## src/rtl/instr_fetch_queue.sv

```systemverilog
// instr_fetch_queue: prefetching instruction fetch unit.
//
// Owns the fetch PC and issues requests to a variable-latency instruction memory
// over req/gnt/rvalid. Returned words are tagged with their PC and buffered in a
// DEPTH-entry circular queue that drains to decode over valid/ready. A redirect
// flushes the queue and turns every outstanding request into a response to drop.
//
// Ports:
//   clk, reset        rising-edge clock, synchronous active-high reset
//   redirect_en/addr  flush and restart fetch at redirect_addr
//   mem_req/addr/gnt  fetch request channel (accepted when mem_req & mem_gnt)
//   mem_rvalid/rdata  in-order fetch responses
//   out_valid/ready   head-of-queue handshake to decode
//   out_pc/out_instr  head entry (don't-care when out_valid = 0)
//   level             queue occupancy
module instr_fetch_queue #(
  parameter int unsigned PC_WIDTH    = 8,
  parameter int unsigned INSTR_WIDTH = 16,
  parameter int unsigned DEPTH       = 4,
  parameter int unsigned PC_STEP     = 1,
  parameter logic [PC_WIDTH-1:0] RESET_PC = '0
) (
  input  logic                         clk,
  input  logic                         reset,
  input  logic                         redirect_en,
  input  logic [PC_WIDTH-1:0]          redirect_addr,
  output logic                         mem_req,
  output logic [PC_WIDTH-1:0]          mem_addr,
  input  logic                         mem_gnt,
  input  logic                         mem_rvalid,
  input  logic [INSTR_WIDTH-1:0]       mem_rdata,
  output logic                         out_valid,
  input  logic                         out_ready,
  output logic [PC_WIDTH-1:0]          out_pc,
  output logic [INSTR_WIDTH-1:0]       out_instr,
  output logic [$clog2(DEPTH):0]       level
);

  localparam int unsigned AW = $clog2(DEPTH);
  localparam int unsigned CW = AW + 1;
  localparam logic [CW:0]         DepthC = (CW + 1)'(DEPTH);
  localparam logic [PC_WIDTH-1:0] StepC  = PC_WIDTH'(PC_STEP);

  logic [PC_WIDTH-1:0] fetch_pc_q, fetch_pc_d;
  logic [PC_WIDTH-1:0] resp_pc_q, resp_pc_d;
  logic [AW-1:0]       wr_ptr_q, wr_ptr_d;
  logic [AW-1:0]       rd_ptr_q, rd_ptr_d;
  logic [CW-1:0]       count_q, count_d;
  logic [CW-1:0]       live_cnt_q, live_cnt_d;
  logic [CW-1:0]       drop_cnt_q, drop_cnt_d;

  logic [PC_WIDTH-1:0]    pc_mem    [DEPTH];
  logic [INSTR_WIDTH-1:0] instr_mem [DEPTH];

  logic [CW:0]   in_use;
  logic          grant;
  logic          pop;
  logic          push;
  logic          drop_resp;
  logic [CW-1:0] rvalid_ext;
  logic [CW-1:0] push_ext;
  logic [CW-1:0] pop_ext;
  logic [CW-1:0] grant_ext;

  // Credit covers both queued entries and live requests, so every live response
  // is guaranteed a slot and a push is never refused. Dropped responses need none.
  assign in_use = {1'b0, count_q} + {1'b0, live_cnt_q};

  assign mem_req   = ~reset & ~redirect_en & (in_use < DepthC);
  assign mem_addr  = fetch_pc_q;
  assign out_valid = (count_q != '0) & ~redirect_en;
  assign out_pc    = pc_mem[rd_ptr_q];
  assign out_instr = instr_mem[rd_ptr_q];
  assign level     = count_q;

  assign grant     = mem_req & mem_gnt;
  assign pop       = out_valid & out_ready;
  assign push      = mem_rvalid & ~redirect_en & (drop_cnt_q == '0);
  assign drop_resp = mem_rvalid & ~redirect_en & (drop_cnt_q != '0);

  assign rvalid_ext = {{(CW-1){1'b0}}, mem_rvalid};
  assign push_ext   = {{(CW-1){1'b0}}, push};
  assign pop_ext    = {{(CW-1){1'b0}}, pop};
  assign grant_ext  = {{(CW-1){1'b0}}, grant};

  always_comb begin
    fetch_pc_d = fetch_pc_q;
    resp_pc_d  = resp_pc_q;
    wr_ptr_d   = wr_ptr_q;
    rd_ptr_d   = rd_ptr_q;
    count_d    = count_q;
    live_cnt_d = live_cnt_q;
    drop_cnt_d = drop_cnt_q;

    if (redirect_en) begin
      fetch_pc_d = redirect_addr;
      resp_pc_d  = redirect_addr;
      wr_ptr_d   = '0;
      rd_ptr_d   = '0;
      count_d    = '0;
      live_cnt_d = '0;
      // A response arriving now is from the old stream and is consumed here.
      drop_cnt_d = drop_cnt_q + live_cnt_q - rvalid_ext;
    end else begin
      if (grant) begin
        fetch_pc_d = fetch_pc_q + StepC;
      end
      if (push) begin
        wr_ptr_d  = wr_ptr_q + 1'b1;
        resp_pc_d = resp_pc_q + StepC;
      end
      if (pop) begin
        rd_ptr_d = rd_ptr_q + 1'b1;
      end
      if (drop_resp) begin
        drop_cnt_d = drop_cnt_q - 1'b1;
      end
      count_d    = count_q + push_ext - pop_ext;
      live_cnt_d = live_cnt_q + grant_ext - push_ext;
    end
  end

  always_ff @(posedge clk) begin
    if (reset) begin
      fetch_pc_q <= RESET_PC;
      resp_pc_q  <= RESET_PC;
      wr_ptr_q   <= '0;
      rd_ptr_q   <= '0;
      count_q    <= '0;
      live_cnt_q <= '0;
      drop_cnt_q <= '0;
    end else begin
      fetch_pc_q <= fetch_pc_d;
      resp_pc_q  <= resp_pc_d;
      wr_ptr_q   <= wr_ptr_d;
      rd_ptr_q   <= rd_ptr_d;
      count_q    <= count_d;
      live_cnt_q <= live_cnt_d;
      drop_cnt_q <= drop_cnt_d;
    end
  end

  // Storage needs no reset; occupancy alone decides what is visible.
  always_ff @(posedge clk) begin
    if (push && !reset) begin
      pc_mem[wr_ptr_q]    <= resp_pc_q;
      instr_mem[wr_ptr_q] <= mem_rdata;
    end
  end

endmodule

```

## config.mk

```make
export PLATFORM = sky130hd
export DESIGN_NAME = instr_fetch_queue
export DESIGN_NICKNAME = d
export VERILOG_FILES = /design/src/rtl/instr_fetch_queue.sv
export SDC_FILE = /design/constraint.sdc
export NUM_CORES = 1
export LEC_CHECK = 0
export ABC_CLOCK_PERIOD_IN_PS = 2800
export BUFFER_PORTS_ARGS = -buffer_cell sky130_fd_sc_hd__buf_4
export CAP_MARGIN = 20
export CORE_UTILIZATION = 52
export CTS_CLUSTER_DIAMETER = 40
export CTS_CLUSTER_SIZE = 12
export DETAILED_ROUTE_END_ITERATION = 10
export GPL_TIMING_DRIVEN = 0
export MAX_ROUTING_LAYER = met4
export PLACE_DENSITY = 0.72
export SLEW_MARGIN = 5
export SYNTH_ARGS = -nofsm -noshare
export SYNTH_HDL_FRONTEND = slang
export SYNTH_SLANG_ARGS = --single-unit
```

## constraint.sdc

```tcl
create_clock -name clk -period 2.8 [get_ports clk]
set_clock_uncertainty 0.2 [all_clocks]
set_input_delay 0.28 -clock clk [delete_from_list [all_inputs] [get_ports clk]]
set_output_delay 0.28 -clock clk [all_outputs]
set_load 0.005 [all_outputs]
```

# ---- Word level (Yosys, flattened, before mapping)
# Memories as Yosys holds them, arrays and structs flattened. A register that Yosys moved wholly into a read port is not among the register bits.
# Index checks and enable logic that the tools add are counted.
dict set report classes {
  n_div 0
  n_eq_ne 0
  bitwise_logic 10
  mul 0
  n_shift 0
  magnitude_cmp 1
  addsub 12
  n_reduce_logical 9
  n_mux 12
}
# operator count
set op_table {}
lappend op_table {{$mux 8} 4}
lappend op_table {{$add 8x1->8 const B} 2}
lappend op_table {{$sub 3x1->3} 3}
lappend op_table {{$and 1x1->1} 8}
lappend op_table {{$mux 2} 4}
lappend op_table {{$add 3x1->3} 2}
lappend op_table {{$mux 3} 2}
lappend op_table {{$reduce_bool 2->1} 3}
lappend op_table {{$reduce_bool 3->1} 2}
lappend op_table {{$add 2x1->2 const B} 2}
lappend op_table {{$add 3x3->4} 1}
lappend op_table {{$lt 4x3->1 const B} 1}
lappend op_table {{$add 3x3->3} 1}
lappend op_table {{$logic_not 3->1} 1}
lappend op_table {{$sub 3x1->3 const B} 1}
lappend op_table {{$mux 1} 2}
lappend op_table {{$not 1->1} 2}
lappend op_table {{$reduce_or 2->1} 1}
lappend op_table {{$logic_and 1x1->1} 1}
lappend op_table {{$logic_not 1->1} 1}
dict set report totals {
  ff_bits 29
  n_memories 2
  out_inout_bits 37
  latchBits 0
  ramBits 96
  rom_bits 0
  input_bits 30
  elab_cells 53
}
# memory depth width read_ports rd_clocked_by_memory_dff wr line_no
set mem_list {}
lappend mem_list {instr_mem 4 16 1 1 1 53} ;# logic [INSTR_WIDTH-1:0] instr_mem [DEPTH];
lappend mem_list {pc_mem 4 8 1 1 1 52} ;# logic [PC_WIDTH-1:0] pc_mem [DEPTH];

# ---- Logic depth before layout (Yosys ltp)
# Gate-level depths: netlist of the first run.
dict set report depth {
  word_depth 6
  mapped_depth 12
  depth_no_buf 12
}

# ---- Worst setup path after synthesis of the first run
# Ideal clock, no wire load.
dict set report synth_path {
  path_type {flip-flop to flip-flop}
  from {register count_q[2], in the netlist level[2]}
  to {register live_cnt_q[2]}
  t_arrival_ps 2341
  stages_incl_launch_ff 11
  path_buffers 0
  required_time_ps 2474
  synth_period_minus_slack_ps 2667
  setup_time_ps 126
  path_slack_ps 133
  path_cell_list {dfxtp_1 ha_1 nor4b_4 nand3_1 ha_1 inv_1 ha_1 fa_1 xnor2_1 xnor2_1 nor2_1}
}
dict set report synth_via {
  elab_chain_cells 6
}
# item line_no
set synth_lines {}
lappend synth_lines {{start: declaration} 48} ;# logic [CW-1:0] count_q, count_d;
lappend synth_lines {{start signal: assignment} 137} ;# count_q <= count_d;
lappend synth_lines {{$add 3x3->4} 67} ;# assign in_use = {1'b0, count_q} + {1'b0, live_cnt_q};
lappend synth_lines {{$lt 4x3->1} 69} ;# assign mem_req = ~reset & ~redirect_en & (in_use < DepthC);
lappend synth_lines {{$and 1x1->1} 69}
lappend synth_lines {{$and 1x1->1} 76} ;# assign grant = mem_req & mem_gnt;
lappend synth_lines {{$add 3x1->3} 119} ;# live_cnt_d = live_cnt_q + grant_ext - push_ext;
lappend synth_lines {{$sub 3x1->3} 119}
lappend synth_lines {{end signal: assignment} 138} ;# live_cnt_q <= live_cnt_d;
lappend synth_lines {{end: declaration} 49} ;# logic [CW-1:0] live_cnt_q, live_cnt_d;
# No other way between the ends.
# A chain may end at the register's enable or synchronous reset.

==> results of run 1 <==
[layout by cell type (no fill, tap or decap), drive strengths merged, types with 2 or more instances in the layout]
cell type     n
buf          79
a311oi        3
and2          4
clkinv        8
a21oi         8
and3          8
clkinvlp      4
clkbuf       24
nand4         6
a21boi       11
edfxtp       96
nand2         6
inv          21
nand3        12
ha           17
mux4         24
o21ai         4
bufinv        2
and4          4
a211oi        2
dlygate4sd3  27
dfxtp        31
nor2         15
xnor2         8
nor3          5
xor2         12
fa            3
[cell type report]
type | instances | area [um2]
clock buffers | 19 | 422
well taps | 133 | 166
fillers | 654 | 2910
repair buffers | 98 | 883
multi-input cells | 165 | 1630
plain buffers | 13 | 56.3
flip-flops and latches | 127 | 3510
inverters | 22 | 82.6
clock inverters | 13 | 123
[layer usage]
| metal | global-route usage (%) | vias to the layer above | share of wire (%) |
|---|---|---|---|
| met2 | 32.1 | 89 | 50 |
| met4 | 7.80 | 0 | 1.2 |
| met1 | 24.6 | 1507 | 45 |
| li1 | - | 1490 | - |
| met5 | - | - | 0 |
| met3 | 6.09 | 10 | 4.2 |
[worst min path at each step]
stage	start	endpoint	cells past startpoint
5_1_grt	redirect_en	rd_ptr_q[0]$_SDFFE_PP0P_	4
6_report	reset	mem_addr[7]$_SDFFE_PP0P_	5
3_3_place_gp	mem_rdata[0]	instr_mem[1][0]$_DFFE_PP_	1
4_1_cts	reset	mem_addr[7]$_SDFFE_PP0P_	5
3_5_place_dp	mem_rdata[12]	instr_mem[0][12]$_DFFE_PP_	1
2_1_floorplan	mem_rdata[0]	instr_mem[0][0]$_DFFE_PP_	0
[power by group through the flow]
stage | Clock, W | Combinational, W | Sequential, W
after floorplan | 0 | 0.000230 | 0.00216
after global placement | 0 | 0.000358 | 0.00217
after detailed placement | 0 | 0.000378 | 0.00218
after CTS | 0.00203 | 0.000414 | 0.00214
after global routing | 0.00211 | 0.000471 | 0.00215
final | 0.00199 | 0.000417 | 0.00214
[logic make-up (layout without fill, tap and decap cells)]
family / count (synthesis) / count (layout) / synth area share (%)
adders and majority gates: 20 / 20 / 5.21
and+or+nand+nor: 67 / 67 / 7.19
AOI/OAI and AO/OA: 33 / 33 / 4.25
buffers and inverters: 35 / 165 / 2.65
muxes: 25 / 25 / 10.5
DFF: 127 / 127 / 66.9
xor gates and xnor gates: 20 / 20 / 3.34
[state kept, by name (all words and copies together) (netlist names), named ones only]
register and count:
live_cnt_q 3, mem_addr 8, wr_ptr_q 2, resp_pc_q 8, pc_mem 32, rd_ptr_q 2
instr_mem 64, drop_cnt_q 3, level 3
[worst reg2reg max path: stages, from the launching register on]
cell,delay (ps)
dfxtp_1,440
ha_2,320
nand3_2,180
nand3_1,110
ha_1,300
inv_1,40
ha_1,180
fa_2,350
xnor2_2,170
xnor2_1,140
nor2_1,50
[per-stage QoR]
step	std cells	area (um2)	hold slack [ps]	util, %
finish	590	6860	24.5	70.2
floorplan	327	5240	179	-
global placement	526	5900	280	60.4
global route	590	6860	47.1	70.2
CTS	590	6830	16.3	69.9
detailed placement	530	6010	285	61.5
[repair_timing]
action,4_1_cts,5_1_grt
pin swaps,1,1
endpoints found under the hold margin,83,0
gates resized for setup,0,9
hold buffers,27,0
buffers inserted,1,0
endpoints found under the setup margin,1,13
==> flow_summary.ini, run 1 <==
[run_status]
status = completed

[cells_and_area]
drive_gt1_share_pct = 30.6
areaGrowthSynthToFinish_pct = 31.0
final_nets = 494
diodes = 0

[critical_path]
cp.arrival_ps = 2250
cpMaxStageDelayCell = clkbuf_1
path_buf_inv = 3
endpoint_kind = output pin
critPathKind = reg -> out
endpoint = out_instr[12]
worst-path-max-fanout = 10
cpLargestDelayFamily = buffers and inverters
required_ps = 2320
rrSetupSlack_ps = 190
cp_cell_sequence = buf_1, clkbuf_1, mux4_2, buf_4
cp.depth = 4
worst_r2r_endpoint = live_cnt_q[2]$_SDFF_PP0_
start_kind = register
cpPeakStageDelay_ps = 540
reg2regPathDepth = 10
r2r_start = level[1]$_SDFF_PP0_

[synthesis]
synthFlopType = edfxtp_1
ys_top_cells_by_count = edfxtp_1, dfxtp_1, mux4_2
ys_ff_latch = 127
netlist_area_um2 = 5240
yosysTopAreaCellShare_pct = 55.0
syn_inst = 327
yosysSeqAreaShare_pct = 66.9
synth_cell_types = 38
synth_most_common_cell = edfxtp_1
async_flop_share_pct = 0
ys_top_cells_by_area = edfxtp_1, dfxtp_1, mux4_2
yosys.area.top_type = edfxtp_1
syn_nets = 377
avgSynthCellArea_um2 = 16.0
yosysWarnings = 0
synth_edf_count = 96

[power]
powerDensity_nw_per_um2 = 662
power_switching_share_pct = 21.8
p_sw_w = 0.000989
p_comb_share_pct = 9.2
p_leak_nw = 2.54
ir_worst_vdd_mv = 0.430
clock_power_share_pct = 43.7
p_int_w = 0.00355
finalPower_w = 0.00454
seq_power_share_pct = 47.1

[global_route]
grt_pass1_vias = 3057
grt_pass1_wl_um = 15000
antenna_found_initial = 0
track_usage_pct = 20.3
gr-total-overflow = 0
grt_max_degree = 17

[sta]
tightest_slew_ps = 637
min_period_ps = 2730
slew_viol_final = 0
hold_viol = 0
fmax_mhz = 367
rsz0062_at_grt = yes
setup_viol = 0
relSlewSlack_pct = 57.5
period_share_pct = 97.4
layout_setup_ws_ps = 71.9
tns_ps = 0

[place]
pre_cts_slack_ps = -101
port_buffers = 66
hpwl_um = 6200
place_congestion = 0.798

[detailed_routing]
routed_via_density = 5.25
first_pass_iters = 4
drc_errors = 0
routed_wl_um = 9580
vias = 3096
antenna_left = 0
drtIter0Drc = 180
wl_per_cell_um = 16.2

[cts]
cts_tree = done
ctsLongestPathBuffers = 2
path_clk_slew_ps = 60
cts_buffers = 17
clock_sinks = 127
clockRootBuffer = clkbuf_8
clk_latency_ps = 510
htree_levels = 4

[die]
die-area_um2 = 10500
core-area_um2 = 9770
die_h_um = 102
start_util_pct = 53.6
io_pins = 67
fp-row-count = 36
die-width_um = 102

[job]
drv_cap = 0

[min_path]
min_path_type = in -> reg
Note: power is estimated with default switching activity, not from simulation.
==> run 2: changes to the inputs <==
--- a/config.mk
+++ b/config.mk
@@ -5,16 +5,16 @@
 export SDC_FILE = /design/constraint.sdc
 export NUM_CORES = 1
 export LEC_CHECK = 0
-export ABC_CLOCK_PERIOD_IN_PS = 2800
+export ABC_CLOCK_PERIOD_IN_PS = 2700
 export BUFFER_PORTS_ARGS = -buffer_cell sky130_fd_sc_hd__buf_4
 export CAP_MARGIN = 20
-export CORE_UTILIZATION = 52
+export CORE_UTILIZATION = 57
 export CTS_CLUSTER_DIAMETER = 40
 export CTS_CLUSTER_SIZE = 12
 export DETAILED_ROUTE_END_ITERATION = 10
 export GPL_TIMING_DRIVEN = 0
 export MAX_ROUTING_LAYER = met4
-export PLACE_DENSITY = 0.72
+export PLACE_DENSITY = 0.75
 export SLEW_MARGIN = 5
 export SYNTH_ARGS = -nofsm -noshare
 export SYNTH_HDL_FRONTEND = slang
==> constraint.sdc (replaced) <==
create_clock -name clk -period 2.7 [get_ports clk]
set_clock_uncertainty 0.2 [all_clocks]
set_input_delay 0.27 -clock clk [delete_from_list [all_inputs] [get_ports clk]]
set_output_delay 0.27 -clock clk [all_outputs]
set_load 0.005 [all_outputs]
==> run 2 against run 1 <==
Effect of this change: the run now ends with DRC left; sequential share of layout area fell by 0.58 points; final area rose by 1.3%; sequential power rose by 4%; count of clock-buffer cells in the layout fell by 2; cell count fell by 3.4%; register-to-register slack got worse by 70 ps; clock power rose by 12%; utilization rose by 8.7 points; critical path type is now reg -> reg; largest power group unchanged; highest routed layer unchanged.
==> flow_summary.ini, run 2 (synthesis gave the netlist of run 1 again) <==
[sta]
slew_viol_final = 0
layout_setup_ws_ps = 123
hold_viol = 0
holdWs_ps = 46.2
rsz0062_at_grt = no
setup_viol = 0
tightest_slew_ps = 654
period_share_pct = 95.5
fmax_mhz = 388
min_period_ps = 2580
relSlewSlack_pct = 56.4

[cts]
clockRootBuffer = clkbuf_8
clk_latency_ps = 510
clock_sinks = 127
cts_tree = done
cts_buffers = 17
htree_levels = 4
ctsLongestPathBuffers = 2
path_clk_slew_ps = 60

[detailed_routing]
antenna_left = 0
wl_per_cell_um = 17.6
routed_via_density = 5.64
vias = 3215
drc_errors = 8
first_pass_iters = 10
routed_wl_um = 10000
drtIter0Drc = 126

[job]
drv_cap = 0

[cells_and_area]
fin_cells = 570
largest_register_ffs = 64
diodes = 0
multiInputGateArea_um2 = 1660
fillers = 494
areaGrowthSynthToFinish_pct = 32.6
final_common_cell = edfxtp_1
drive_gt1_share_pct = 32.3
regArea_um2 = 3510
reg.largest.list = instr_mem: 64 flops, pc_mem: 32 flops
top_register = instr_mem
final_nets = 499
most-common-layout-cells = edfxtp_1, buf_4, dlygate4sd3_1

[die]
fp-row-count = 34
start_util_pct = 59.5
die_h_um = 97.9
io_pins = 67
die-width_um = 97.9
die-area_um2 = 9580
core-area_um2 = 8810

[critical_path]
endpoint_kind = register
start_kind = register
cpMaxStageDelayCell = dfxtp_4
cpPeakStageDelay_ps = 370
reg2regPathDepth = 10
critPathKind = reg -> reg
required_ps = 2880
cp.arrival_ps = 2760
cp_cell_sequence = ha_4, nor4b_4, nand3_1, ha_1, inv_1, ha_1, fa_2, xnor2_1, xnor2_1, nor2_1
worst-path-max-fanout = 4

[place]
hpwl_um = 6480
dp_cells = 505
pre_cts_slack_ps = -221
place_congestion = 0.888
port_buffers = 66

[global_route]
gr-total-overflow = 0
track_usage_pct = 23.6
antenna_found_initial = 0
grt_max_degree = 17
grt_pass1_wl_um = 16400
grt_pass1_vias = 3302

[power]
powerDensity_nw_per_um2 = 705
finalPower_w = 0.00490
p_leak_nw = 2.59
ir_worst_vdd_mv = 0.482

[min_path]
min_path_type = in -> reg
holdPathStages = 5

[run_status]
violations = DRC
status = complete, but fails checks
## run 2: where the power goes
part	switching [W]	internal [W]
Clock	0.000822	0.00140
Combinational	0.000212	0.000249
Sequential	0.0000574	0.00216
## run 2: cell type report
| type | count | area share (%) |
|---|---|---|
| sequential | 127 | 50.5 |
| multi-input combinational | 165 | 23.8 |
| timing repair buffer | 103 | 13.2 |
| clock buffer | 17 | 5.96 |
| clock inverter | 15 | 2.45 |
| tap | 108 | 1.94 |
| inverter | 22 | 1.19 |
| buffer | 13 | 0.918 |
## run 2: critical path, delay by kind of cell (launching register included)
family / cells / cell delay [ps]
xor+xnor: 2 / 320
fa+ha+maj: 4 / 1080
buf+inv: 1 / 40
flops: 1 / 370
simple gates: 3 / 440
## run 2: path summary, 6_finish.rpt
kind / slack (ps) / to / start
worst max register to register: 120 / live_cnt_q[2]$_SDFF_PP0_ / level[2]$_SDFF_PP0_
worst max-delay path: 120 / live_cnt_q[2]$_SDFF_PP0_ / level[2]$_SDFF_PP0_
worst min register to register: 330 / mem_addr[7]$_SDFFE_PP0P_ / mem_addr[7]$_SDFFE_PP0P_
worst min-delay path: 50 / mem_addr[7]$_SDFFE_PP0P_ / redirect_en
## run 2: what timing repair did
| item | 4_1_cts | 5_1_grt |
|---|---|---|
| buffers inserted | 1 | 1 |
| pin swaps | 1 | 3 |
| hold buffers | 30 | 1 |
| setup endpoints to repair | 16 | 34 |
| cloned | 0 | 0 |
| endpoints found under the hold margin | 83 | 2 |
| resized for setup | 5 | 14 |
## run 2: through the flow
stage | TNS (ps) | utilization, % | area (um2)
final | 0 | 78.9 | 6950
after global routing | 0 | 78.9 | 6950
after CTS | 0 | 78.1 | 6880
after detailed placement | -232 | 67.8 | 5970
after global placement | -9920 | 66.7 | 5870
after floorplan | 0 | - | 5240
## run 2: per-layer routing
metal,up-vias,share of wire (%),global-route usage [%]
met3,11,4.4,6.66
met5,-,0,-
li1,1497,-,-
met1,1609,41,27.3
met4,0,1.4,6.99
met2,98,53,40.3
